**config.mk**
```make
export PLATFORM = sky130hd
export DESIGN_NAME = mux_scan_ctrl
export DESIGN_NICKNAME = d
export VERILOG_FILES = /design/src/rtl/mux_scan_pkg.sv /design/src/rtl/mux_scan_ctrl.sv
export SDC_FILE = /design/constraint.sdc
export NUM_CORES = 1
export LEC_CHECK = 0
export ABC_CLOCK_PERIOD_IN_PS = 4400
export CORE_MARGIN = 2
export CORE_UTILIZATION = 54
export CTS_BUF_LIST = sky130_fd_sc_hd__clkbuf_8
export CTS_CLUSTER_DIAMETER = 150
export DETAILED_ROUTE_END_ITERATION = 10
export PLACE_DENSITY = 0.86
export SETUP_SLACK_MARGIN = 0.1
export SYNTH_ARGS = -nofsm -noshare
export SYNTH_HDL_FRONTEND = slang
export SYNTH_SLANG_ARGS = --single-unit
```
**constraint.sdc**
```tcl
create_clock -name clk -period 4.4 [get_ports clk]
set_input_delay 0.66 -clock clk [delete_from_list [all_inputs] [get_ports clk]]
set_output_delay 0.66 -clock clk [all_outputs]
set_load 0.02 [all_outputs]
```
**src/rtl/mux_scan_pkg.sv**
```systemverilog
// Shared sizing constants and state encoding for the 31:1 mux scan controller.
`timescale 1ns/1ps
`default_nettype none

package mux_scan_pkg;

  localparam int NUM_CH  = 31;
  localparam int DW      = 2;
  localparam int FRAME_W = NUM_CH * DW;
  localparam int SEL_W   = 5;

  typedef enum logic [1:0] {
    ST_IDLE = 2'd0,
    ST_SCAN = 2'd1,
    ST_HOLD = 2'd2
  } scan_state_e;

endpackage

`default_nettype wire

```
**src/rtl/mux_scan_ctrl.sv**
```systemverilog
// Scans an external mux across all channels, one per clock, and holds the
// assembled frame until downstream accepts it with a valid/ready handshake.
`timescale 1ns/1ps
`default_nettype none

module mux_scan_ctrl #(
  parameter int NUM_CH = mux_scan_pkg::NUM_CH,
  parameter int DW     = mux_scan_pkg::DW
) (
  input  logic                             clk,
  input  logic                             rst_n,
  input  logic                             start,
  input  logic                             abort,
  output logic [mux_scan_pkg::SEL_W-1:0]   sel,
  input  logic [DW-1:0]                    mux_out,
  output logic                             busy,
  output logic                             frame_valid,
  input  logic                             frame_ready,
  output logic [NUM_CH*DW-1:0]             frame_data,
  output logic                             start_drop
);

  import mux_scan_pkg::SEL_W;
  import mux_scan_pkg::scan_state_e;
  import mux_scan_pkg::ST_IDLE;
  import mux_scan_pkg::ST_SCAN;
  import mux_scan_pkg::ST_HOLD;

  localparam int             FW       = NUM_CH * DW;
  localparam logic [SEL_W-1:0] LAST_IDX = SEL_W'(NUM_CH - 1);

  scan_state_e      state_q, state_d;
  logic [SEL_W-1:0] sel_q, sel_d;
  logic [SEL_W-1:0] idx_q, idx_d;
  logic             fv_q, fv_d;
  logic             busy_q, busy_d;
  logic             drop_q, drop_d;
  logic [FW-1:0]    frame_q, frame_d;

  always_ff @(posedge clk or negedge rst_n) begin
    if (!rst_n) begin
      state_q <= ST_IDLE;
      sel_q   <= '0;
      idx_q   <= '0;
      fv_q    <= 1'b0;
      busy_q  <= 1'b0;
      drop_q  <= 1'b0;
      frame_q <= '0;
    end else begin
      state_q <= state_d;
      sel_q   <= sel_d;
      idx_q   <= idx_d;
      fv_q    <= fv_d;
      busy_q  <= busy_d;
      drop_q  <= drop_d;
      frame_q <= frame_d;
    end
  end

  always_comb begin
    state_d = state_q;
    sel_d   = sel_q;
    idx_d   = idx_q;
    fv_d    = fv_q;
    drop_d  = drop_q;
    frame_d = frame_q;

    // Abort beats everything, including a coincident start; partial frame data is kept.
    if (abort) begin
      state_d = ST_IDLE;
      sel_d   = '0;
      idx_d   = '0;
      fv_d    = 1'b0;
    end else begin
      case (state_q)
        ST_IDLE: begin
          if (start) begin
            state_d = ST_SCAN;
            sel_d   = '0;
            idx_d   = '0;
          end
        end

        ST_SCAN: begin
          frame_d[DW*idx_q +: DW] = mux_out;
          if (start) begin
            drop_d = 1'b1;
          end
          if (idx_q == LAST_IDX) begin
            state_d = ST_HOLD;
            fv_d    = 1'b1;
            sel_d   = '0;
            idx_d   = '0;
          end else begin
            sel_d = sel_q + SEL_W'(1);
            idx_d = idx_q + SEL_W'(1);
          end
        end

        ST_HOLD: begin
          if (frame_ready) begin
            // A start on the handshake edge chains straight into the next scan.
            fv_d  = 1'b0;
            sel_d = '0;
            idx_d = '0;
            state_d = start ? ST_SCAN : ST_IDLE;
          end else if (start) begin
            drop_d = 1'b1;
          end
        end

        default: begin
          state_d = ST_IDLE;
          sel_d   = '0;
          idx_d   = '0;
          fv_d    = 1'b0;
        end
      endcase
    end

    busy_d = (state_d != ST_IDLE);
  end

  assign sel         = sel_q;
  assign busy        = busy_q;
  assign frame_valid = fv_q;
  assign frame_data  = frame_q;
  assign start_drop  = drop_q;

endmodule

`default_nettype wire

```
Yosys cells after proc, flatten, opt, wreduce, memory -nomap -nowiden

Cells that the tools add are included.

Equality and inequality tests: 8
Div/mod/pow operators: 0
Shifts and indexed selects: 2
Magnitude comparators: 0
Multiplexer cells: 22
Bitwise logic cells: 1
Reduce and logical (&&, ||, !) cells: 7
Multiply operators: 0
$add $sub $neg: 3

Operator list:

| operator                  | number |
|---|---|
| $bwmux W62                | 1 |
| $shift A2 B34 Y62 const A | 1 |
| $shiftx A2 B34 Y62        | 1 |
| $neg A6 Y34               | 1 |
| $mux W5                   | 6 |
| $pmux W5 S3               | 2 |
| $add A5 B1 Y5 const B     | 2 |
| $ne A3 B3 Y1 const B      | 3 |
| $mux W2                   | 4 |
| $mux W1                   | 6 |
| $pmux W2 S3               | 1 |
| $reduce_and A3 Y1         | 2 |
| $eq A5 B5 Y1 const B      | 1 |
| $ne A2 B2 Y1 const B      | 2 |
| $reduce_and A2 Y1         | 2 |
| $reduce_bool A2 Y1        | 2 |
| $pmux W1 S3               | 1 |
| $eq A2 B1 Y1 const B      | 1 |
| $eq A2 B2 Y1 const B      | 1 |
| $logic_not A2 Y1          | 1 |
| $pmux W1 S2               | 1 |
| $not A1 Y1                | 1 |

Input port bits: 7
Flip-flop bits (word level): 77
RAM bits: 0
Output and inout bits: 70
Bits in latches: 0
Memories: 0
ROM bits: 0

Depth between registers and ports, before layout

Depth after elaboration: 5
Gate-level depth with buffers: 10
Mapped depth without buffers: 8

Worst setup path before layout

OpenSTA, ideal clock, no wires.

Kind: register -> register
Start point: register idx_q[0]
End point: register frame_q[54] (netlist: frame_data[54])
Stages on the path, launching flop included: 11
Slack: 1.167 ns
Arrival: 3.108 ns
Buffers on the path: 2
Period minus slack after synthesis: 3.233 ns
Required time: 4.275 ns
Cell sequence: dfrtp_1 clkbuf_1 inv_1 ha_1 and2_1 ha_1 clkbuf_1 or3b_2 a221o_1 or3_4 mux2_4

Cells in the longest elaborated chain, start to end: 3

Ends and longest elaborated chain:

| what                                                    | RTL line            | source |
|---|---|---|
| from (decl)                                             | mux_scan_ctrl.sv:34 | `logic [SEL_W-1:0] idx_q, idx_d;` |
| from (signal assigned)                                  | mux_scan_ctrl.sv:52 | `idx_q <= idx_d;` |
| $neg A6 Y34 (*)                                         | mux_scan_ctrl.sv:85 | `frame_d[DW*idx_q +: DW] = mux_out;` |
| $shiftx A2 B34 Y62 or $shift A2 B34 Y62 (tied branches) | mux_scan_ctrl.sv:85 |  |
| $bwmux W62 (*)                                          | mux_scan_ctrl.sv:85 |  |
| to (signal assigned)                                    | mux_scan_ctrl.sv:56 | `frame_q <= frame_d;` |
| to (decl)                                               | mux_scan_ctrl.sv:38 | `logic [FW-1:0] frame_q, frame_d;` |

Mark *: on every way between the ends. The rest lies on a longest branch, timed or not.
A chain may end at the register's enable or synchronous reset.

Worst setup path in the final report

Start point: register idx_q[0]
End point: register frame_q[59] (netlist: frame_data[59])

The elaborated chain is that of the path after synthesis.

==> out/results.tsv <==
stage	metric	value	unit
status	status	finished clean	
floorplan	dieWidth	89.5	µm
clock_tree	clk_latency	360	ps
worst_setup_path	cp-start-kind	flip-flop	
sta	hold_viol_final	0	
worst_setup_path	cp.arrival	3640	ps
global_routing	grt_max_degree	45	
sta	drv_slew	0	
worst_setup_path	cp.required	4650	ps
sta	fin_worst_skew	17.9	ps
floorplan	coreArea	0.00718	mm²
place	port_buffers	76	
finish	design_area	0.00499	mm²
finish	final_layout_size_suffix_gt1_frac	0.211	
clock_tree	cts_htree_levels	3	
floorplan	io_pins	77	
job	max_cap_viol_count	0	
sta	period_minus_slack	3390	ps
global_routing	grt.overflow.total	0	
sta	fin_setup_tns	0	ps
global_routing	antenna_found_initial	0	
clock_tree	cts.repair.resized	0	
routing	via_count	3184	
synthesis	synth_edf_count	0	
synthesis	synthFlopType	dfrtp_1	
sta	rsz0062_at_grt	no	
finish	fin_nets	447	
routing	wl	9390	µm
synthesis	mappedNetlistNets	377	
synthesis	synth_cells	361	
routing	drt_iter0_drc	313	
finish	antennaDiodeCount	0	
sta	worstMarginPinSlew	914	ps
synthesis	syn_area_per_cell	10.9	µm²
routing	ant_nets	0	
worst_setup_path	critical_path.max_fanout	16	
worst_setup_path	crit_start	idx_q[0]	
synthesis	ys_ff_latch	77	
worst_setup_path	worst_setup_path_end_kind	flip-flop	
sta	fmax	295	MHz
floorplan	rows	31	
floorplan	die_h	89.5	µm
routing	drt_pass1_iterations	6	
finish	area_delta_synth_final	26.3	%
clock_tree	ctsHoldBuffers	0	
worst_setup_path	reg2reg_from	idx_q[0]	
global_routing	grt.total_usage	0.243	
synthesis	yosysWarnings	0	
synthesis	syn_area	0.00395	mm²
worst_hold_path	min_path_type	in2async	
place	place.gp.congestion	0.873	
place	hpwlAfterDp	6500	µm
routing	drcViolationCount	0	
global_routing	grt_pass1_vias	3043	
global_routing	grt_pass1_wl	14700	µm
clock_tree	cts_made_buffers	9	
floorplan	start_util	0.550	
floorplan	dieArea	0.00801	mm²
synthesis	synth-seq-area-share	0.488	
routing	routedWlPerCell	17.6	µm
worst_setup_path	critical_path_class	reg2reg	
pwr	powerDensity	303	mW/mm²
synthesis	yosysUniqueCellTypes	46	
clock_tree	clkTransAtPathRegs	90	ps
sta	min_period_over_period	0.770	
clock_tree	post_cts_buffers	0	
sta	setup_violations	0	
finish	layout_common_cells	dfrtp_1 (77), clkdlybuf4s50_1 (75), mux2_2 (56)	
place	dpl_cell_area	0.00476	mm²
pwr	ir_drop	196	µV
clock_tree	cts_tree	yes	
pwr	cellLeakagePower	2.12	nW
sta	slew_headroom	0.390	
clock_tree	cts.sink_count	77	
synthesis	synthArstFlopShare	1.00	
routing	viasPerCell	5.95	
clock_tree	clockBufferDepth	2	
finish	layout_commonest_cell	dfrtp_1	
clock_tree	cts-root-buf	clkbuf_8	
==> cell families (layout without fill, tap and decap cells) <==
kind of cell             count (synthesis)  after routing  share of synthesized area
buffers and inverters                   26            101                     0.0279
adder cells (fa/ha/maj)                  9              9                     0.0285
XOR/XNOR                                 2              2                    0.00444
AO/OA/AOI/OAI                           32             32                     0.0656
flip-flops                              77             77                      0.488
multiplexers                            63             63                      0.184
AND/OR/NAND/NOR                        152            152                      0.201
==> sequential cells by signal (all words and copies together), names as in the netlist <==
name         count
frame_data      62
idx_q            5
sel              5
state_q          2
busy             1
frame_valid      1
start_drop       1
==> cell type report <==
cell class | count | area, µm²
clock buffers | 9 | 124
clock inverters | 7 | 105
fillers | 522 | 2190
inverters | 7 | 26.3
multi-input cells | 258 | 1910
flip-flops and latches | 77 | 1930
well taps | 99 | 124
repair buffers | 78 | 771
==> per-stage QoR <==
stage | util | setup WS [ps] | power [mW] | cells | hold WS, ps
3_5_place_dp | 0.663 | 1080 | 0.915 | 519 | 471
6_report | 0.695 | 1010 | 1.51 | 535 | 430
5_1_grt | 0.695 | 870 | 1.56 | 535 | 504
4_1_cts | 0.695 | 1040 | 1.52 | 535 | 461
2_1_floorplan | - | 1170 | 0.847 | 361 | 364
3_3_place_gp | 0.663 | 1190 | 0.909 | 519 | 456
==> critical path, stage by stage (launching register included) <==
cell and delay, ps:
dfrtp_1 670, inv_1 180, ha_1 300, and2_1 160, ha_1 380, or3b_2 500
a221o_1 390, nor3_1 320, mux2_2 390
==> report_power, final <==
| group | internal [mW] | switching (mW) |
|---|---|---|
| Sequential | 0.721 | 0.0116 |
| Combinational | 0.0596 | 0.110 |
| Clock | 0.328 | 0.281 |
| Total | 1.11 | 0.402 |
==> per-layer routing <==
layer  up-vias  track usage  part of all wire
met5         -            0                 0
met4         0        0.106             0.022
met3        22       0.0434             0.052
met2       131        0.400              0.49
met1      1579        0.315              0.43
li1       1452            -                 -
==> synth_stat cells (3+ instances only) <==
cell      number  area share
dfrtp_1       77        0.49
mux2_2        56        0.16
nor3_1        41       0.052
nor2_1        39       0.037
clkbuf_1      14       0.013
nand2_1       14       0.013
nand3_1       10       0.013
ha_1           9       0.029
a22o_1         8       0.018
inv_1          7      0.0067
nand4_1        7       0.011
o21ai_0        7      0.0089
nor2b_1        6      0.0095
or3_1          6      0.0095
mux2_4         5       0.019
buf_2          4      0.0051
nand2b_1       4      0.0063
nor4_1         4      0.0063
or2_2          4      0.0063
or4_1          3      0.0057
==> final timing paths <==
check / end / slack (ps) / depth (start not counted)
max in group asynchronous: frame_data[15] / 2970 / 2
min in group clk: start_drop / 480 / 1
setup / recovery: frame_data[59] / 1010 / 8
hold reg to reg: start_drop / 480 / 1
setup reg to reg: frame_data[59] / 1010 / 8
hold / removal: frame_data[42] / 430 / 1
Note: power is estimated with default switching activity, not from simulation.
